$ cat config.mk
export PLATFORM = sky130hd
export DESIGN_NAME = game_state_ctrl
export DESIGN_NICKNAME = d
export VERILOG_FILES = /design/src/rtl/game_state_pkg.sv /design/src/rtl/game_state_ctrl_button_debounce.sv /design/src/rtl/game_state_ctrl.sv
export SDC_FILE = /design/constraint.sdc
export NUM_CORES = 1
export LEC_CHECK = 0
export CAP_MARGIN = 20
export CORE_UTILIZATION = 44
export DETAILED_ROUTE_END_ITERATION = 16
export PLACE_DENSITY = 0.66
export SLEW_MARGIN = 10
export SYNTH_ARGS = -nofsm -noshare
export SYNTH_HDL_FRONTEND = slang
export SYNTH_SLANG_ARGS = --single-unit
$ cat constraint.sdc
create_clock -name i_Clk -period 2.8 [get_ports i_Clk]
set_clock_uncertainty 0.2 [all_clocks]
set_input_delay 0.28 -clock i_Clk [delete_from_list [all_inputs] [get_ports i_Clk]]
set_output_delay 0.28 -clock i_Clk [all_outputs]
set_load 0.03 [all_outputs]
$ cat src/rtl/game_state_pkg.sv
// Shared game-state definitions for the Frogger sequencer, renderer and score display.
package game_state_pkg;

    typedef enum logic [2:0] {
        ST_IDLE      = 3'd0,
        ST_PLAYING   = 3'd1,
        ST_DYING     = 3'd2,
        ST_RESPAWN   = 3'd3,
        ST_GAME_OVER = 3'd4,
        ST_WIN       = 3'd5
    } game_state_t;

    localparam logic [6:0] c_SCORE_MAX = 7'd99;

    function automatic logic [6:0] score_inc(input logic [6:0] score);
        return (score >= c_SCORE_MAX) ? c_SCORE_MAX : score + 7'd1;
    endfunction

endpackage

$ cat src/rtl/game_state_ctrl_button_debounce.sv
// Two-flop synchroniser followed by a stability counter; outputs the debounced button level.
module button_debounce #(
    parameter int c_DEBOUNCE_LIMIT = 250000
) (
    input  logic clk,
    input  logic srst,
    input  logic button,
    output logic level
);

    localparam int CW = $clog2(c_DEBOUNCE_LIMIT + 1);
    localparam logic [CW-1:0] LIMIT_CNT = CW'(c_DEBOUNCE_LIMIT);

    logic [1:0]    sync_reg;
    logic [CW-1:0] count_reg;
    logic          level_reg;

    // The counter only runs while the synchronised input disagrees with the
    // debounced level; any bounce back to agreement restarts the wait.
    always_ff @(posedge clk) begin
        if (srst) begin
            sync_reg  <= 2'b00;
            count_reg <= '0;
            level_reg <= 1'b0;
        end else begin
            sync_reg <= {sync_reg[0], button};
            if (sync_reg[1] == level_reg) begin
                count_reg <= '0;
            end else if (count_reg == LIMIT_CNT) begin
                level_reg <= sync_reg[1];
                count_reg <= '0;
            end else begin
                count_reg <= count_reg + 1'b1;
            end
        end
    end

    assign level = level_reg;

endmodule

$ cat src/rtl/game_state_ctrl.sv
// Frogger game sequencer: start debounce, frame tick, game FSM, lives and score.
module game_state_ctrl
    import game_state_pkg::*;
#(
    parameter int c_LIVES          = 3,
    parameter int c_WIN_SCORE      = 5,
    parameter int c_DEATH_FRAMES   = 60,
    parameter int c_DEBOUNCE_LIMIT = 250000
) (
    input  logic       i_Clk,
    input  logic       i_Reset,
    input  logic       i_VSync,
    input  logic       i_Game_Start,
    input  logic       i_Collided,
    input  logic       i_Goal_Reached,
    output logic       o_Game_Active,
    output logic       o_Respawn,
    output logic [1:0] o_Lives,
    output logic [6:0] o_Score,
    output logic [2:0] o_State,
    output logic       o_Game_Over,
    output logic       o_Win
);

    localparam logic [1:0] LIVES_INIT  = 2'(c_LIVES);
    localparam logic [6:0] WIN_SCORE   = 7'(c_WIN_SCORE);
    localparam logic [7:0] DEATH_INIT  = 8'(c_DEATH_FRAMES);

    game_state_t state_reg, state_next;
    logic [1:0]  lives_reg, lives_next;
    logic [6:0]  score_reg, score_next;
    logic [7:0]  frame_cnt_reg, frame_cnt_next;
    logic        vsync_reg;
    logic        collided_prev_reg;
    logic        start_prev_reg;
    logic        start_level;
    logic        start_pulse;
    logic        frame_tick;
    logic        coll_rise;
    logic [6:0]  score_inc_val;

    button_debounce #(
        .c_DEBOUNCE_LIMIT(c_DEBOUNCE_LIMIT)
    ) u_start_debounce (
        .clk    (i_Clk),
        .srst   (i_Reset),
        .button (i_Game_Start),
        .level  (start_level)
    );

    assign start_pulse = start_level & ~start_prev_reg;
    assign frame_tick  = vsync_reg & ~i_VSync;
    assign coll_rise   = i_Collided & ~collided_prev_reg;

    always_ff @(posedge i_Clk) begin
        if (i_Reset) begin
            state_reg         <= ST_IDLE;
            lives_reg         <= LIVES_INIT;
            score_reg         <= 7'd0;
            frame_cnt_reg     <= 8'd0;
            vsync_reg         <= 1'b0;
            collided_prev_reg <= 1'b0;
            start_prev_reg    <= 1'b0;
        end else begin
            state_reg         <= state_next;
            lives_reg         <= lives_next;
            score_reg         <= score_next;
            frame_cnt_reg     <= frame_cnt_next;
            vsync_reg         <= i_VSync;
            collided_prev_reg <= i_Collided;
            start_prev_reg    <= start_level;
        end
    end

    always_comb begin
        state_next     = state_reg;
        lives_next     = lives_reg;
        score_next     = score_reg;
        frame_cnt_next = frame_cnt_reg;
        score_inc_val  = score_inc(score_reg);

        case (state_reg)
            ST_IDLE: begin
                lives_next = LIVES_INIT;
                score_next = 7'd0;
                if (start_pulse) begin
                    state_next = ST_RESPAWN;
                end
            end
            ST_PLAYING: begin
                // A collision in the same cycle as a goal takes priority; the goal is lost.
                if (coll_rise) begin
                    lives_next     = lives_reg - 2'd1;
                    frame_cnt_next = DEATH_INIT;
                    state_next     = ST_DYING;
                end else if (i_Goal_Reached) begin
                    score_next = score_inc_val;
                    state_next = (score_inc_val == WIN_SCORE) ? ST_WIN : ST_RESPAWN;
                end
            end
            ST_DYING: begin
                if (frame_cnt_reg == 8'd0) begin
                    state_next = (lives_reg == 2'd0) ? ST_GAME_OVER : ST_RESPAWN;
                end else if (frame_tick) begin
                    frame_cnt_next = frame_cnt_reg - 8'd1;
                end
            end
            ST_RESPAWN: begin
                state_next = ST_PLAYING;
            end
            ST_GAME_OVER, ST_WIN: begin
                if (start_pulse) begin
                    lives_next = LIVES_INIT;
                    score_next = 7'd0;
                    state_next = ST_RESPAWN;
                end
            end
            default: begin
                state_next = ST_IDLE;
            end
        endcase
    end

    assign o_State       = state_reg;
    assign o_Game_Active = (state_reg == ST_PLAYING);
    assign o_Respawn     = (state_reg == ST_RESPAWN);
    assign o_Game_Over   = (state_reg == ST_GAME_OVER);
    assign o_Win         = (state_reg == ST_WIN);
    assign o_Lives       = lives_reg;
    assign o_Score       = score_reg;

endmodule

==> impl_metrics.ini, run 1 <==
[floorplan]
initial_utilization = 0.465
die_h_um = 73.1
num_rows = 25
fp.dieW_um = 73.1
core_area_mm2 = 0.00479
ios = 22
die_area_mm2 = 0.00534

[final_layout]
fin_nets = 295
finalCoreUtilization = 0.535
diodes = 0
area.growth.synth_to_final_pct = 15.1
largest_reg_flops = 18
instances_no_fill = 351
drive_gt1_frac = 0.0634

[clock_tree]
ctsHoldBuffers = 0
clk_path_buf_depth = 2
htreeDepth = 2
cts_sinks = 44
clk_pin_slew_ns = 0.09
post_cts_buffers = 0
cts_tree = yes
cts_resized = 0
root_buffer = clkbuf_8
clk_latency_ns = 0.30
numCtsBuffers = 5

[run]
timing.max_cap.violations = 0

[critical_path]
r2r_end = u_start_debounce.count_reg[8]
start_kind = register
cp_top_family = buffers and inverters
crit_path_end = o_Game_Active
cp_num_buf_inv = 2
arrival_ns = 2.14
crit_path_max_fanout = 12
cp.depth = 3
crit_type = register to output port
reg2reg_from = u_start_debounce.count_reg[11]
path_cells = or3b_4, inv_2, clkdlybuf4s50_1
worst_path_max_delay_cell = clkdlybuf4s50_1
rrSetupSlack_ns = 0.63
ff2ff_path_depth = 4
max_stage_delay_ns = 0.69
crit_required_ns = 2.32
worstSetupEndpointType = output port
worstSetupStartpoint = o_State[0]

[placement]
dp_cells = 343
portBuffers = 21
hpwl_um = 3090
gp_congestion = 0.839

[power]
p_per_area_mw_per_mm2 = 562
peakVddDrop_v = 0.000324
total_power_mw = 1.44
leakage_nw = 0.867

[logic_synthesis]
synth-edff-count = 0
ys_ff_latch = 44
syn_nets = 274
synth.yosys.warnings = 0
ys_seq_area_frac = 0.396
synth-main-ff-cell = dfxtp_1
synthArstFlopShare = 0
ys_types = 52
avgSynthCellArea_um2 = 8.49
syn_inst = 262
synth_area_leaders = dfxtp_1 40%, nor2_1 6.1%, xor2_1 5.9%
synthesis.area_mm2 = 0.00222
yosys.area.top_type = dfxtp_1
synth_top_cell_area_share = 0.396

[route]
vias_per_cell = 5.30
drc = 0
wl_per_cell_um = 12.6
drt_iter0_markers = 76
first_pass_iters = 4
dr_wl_met3_um = 175
vias = 1860
ant_nets = 0
wl_met1_um = 2280
routed-wl-met2_um = 1890
routed.top_layer = met4
wirelength_um = 4430

[timing]
relSlewSlack = 0.516
setup_viol = 0
fmax_mhz = 382
whs_ns = 0.246
fin_crit_ns = 2.62
rsz0062_at_grt = false
drv_slew = 0
hold_violations = 0
fin_tns_setup_ns = 0
final.period_utilization = 0.934
tightestPinTransition_ns = 0.716

[worst_hold_path]
holdPathStages = 1
hold_class = register to register

[global_route]
grt_pass1_vias = 1623
grt_antenna_before_repair = 0
grt_first_pass_wirelength_um = 7400
grt_overflow_total = 0
grt_max_degree = 29
groute.usage.overall = 0.180

[status]
status = finished, final reports clean
how the worst min path moves through the flow:
stage                     slack (ns)                          from                            to
final                           0.25  u_start_debounce.sync_reg[0]  u_start_debounce.sync_reg[1]
after global routing            0.27  u_start_debounce.sync_reg[0]  u_start_debounce.sync_reg[1]
after CTS                       0.25  u_start_debounce.sync_reg[0]  u_start_debounce.sync_reg[1]
after detailed placement        0.23  u_start_debounce.sync_reg[0]  u_start_debounce.sync_reg[1]
after global placement          0.22  u_start_debounce.sync_reg[0]  u_start_debounce.sync_reg[1]
after floorplan                 0.21                    i_Collided             collided_prev_reg
cell usage after synthesis (2+ instances only):
library cell / number
a211o_1: 2
a21oi_1: 16
a31oi_1: 2
and3_1: 4
buf_6: 3
clkbuf_1: 2
dfxtp_1: 44
ha_1: 6
inv_1: 9
nand2_1: 20
nand2b_1: 6
nand3_1: 18
nand4_1: 5
nor2_1: 36
nor2b_1: 7
nor3_1: 11
nor3b_1: 2
nor4_1: 4
nor4bb_1: 2
o21ai_0: 3
o31ai_1: 2
or3_1: 4
or3b_4: 2
xnor2_1: 10
xor2_1: 15
metrics by stage:
stage	cell area, um^2	worst slack [ns]
floorplan	2220	0.667
global placement	2470	0.559
detailed placement	2470	0.516
CTS	2560	0.174
global route	2560	0.101
finish	2560	0.184
area by class of cell:
| cell class | count | area, um^2 |
|---|---|---|
| timing repair buffer | 22 | 218 |
| fill | 464 | 2220 |
| clock inverter | 2 | 10.0 |
| inverter | 10 | 37.5 |
| clock buffer | 6 | 82.6 |
| multi-input combinational | 200 | 1250 |
| sequential | 44 | 881 |
| tap | 67 | 83.8 |
layout by cell type, fill, tap and decap left out, drive strengths merged, types with 2 or more instances in the layout:
cell and count:
a211o 2, a211oi 2, a21oi 17, a31oi 2, and3 4, clkbuf 6
clkdlybuf4s50 21, clkinv 2, dfxtp 44, ha 6, inv 10, nand2 20
nand2b 6, nand3 18, nand4 5, nor2 37, nor2b 7, nor3 11
nor3b 2, nor4 5, nor4bb 2, o21ai 4, o31ai 2, or3 4
or3b 2, or4b 2, xnor2 10, xor2 15
cell families after synthesis:
kind of cell | after synthesis | share of synthesized area
AO/OA/AOI/OAI | 36 | 0.109
XOR/XNOR | 25 | 0.0984
adder cells (fa/ha/maj) | 6 | 0.0337
buffers and inverters | 18 | 0.0427
flip-flops | 44 | 0.396
multiplexers | 1 | 0.00450
AND/OR/NAND/NOR | 132 | 0.316
routing by layer:
metal  global-route usage  up-vias
met1                0.248      861
met5                    0        -
li1                     -      958
met2                0.259       32
met3               0.0470        9
met4               0.0893        0
power by group:
group	switching [mW]	internal [mW]	total, mW
Clock	0.219	0.197	0.416
Combinational	0.207	0.129	0.336
Sequential	0.0362	0.651	0.687
Power figures use the tool's default switching activity.
==> inputs of run 2 (changes only) <==
--- a/config.mk
+++ b/config.mk
@@ -8,6 +8,7 @@
 export CAP_MARGIN = 20
 export CORE_UTILIZATION = 44
 export DETAILED_ROUTE_END_ITERATION = 16
+export HOLD_SLACK_MARGIN = 0.06
 export PLACE_DENSITY = 0.66
 export SLEW_MARGIN = 10
 export SYNTH_ARGS = -nofsm -noshare
==> results of run 2 <==
The final DEF is identical to that of run 1; final timing and power are the same.
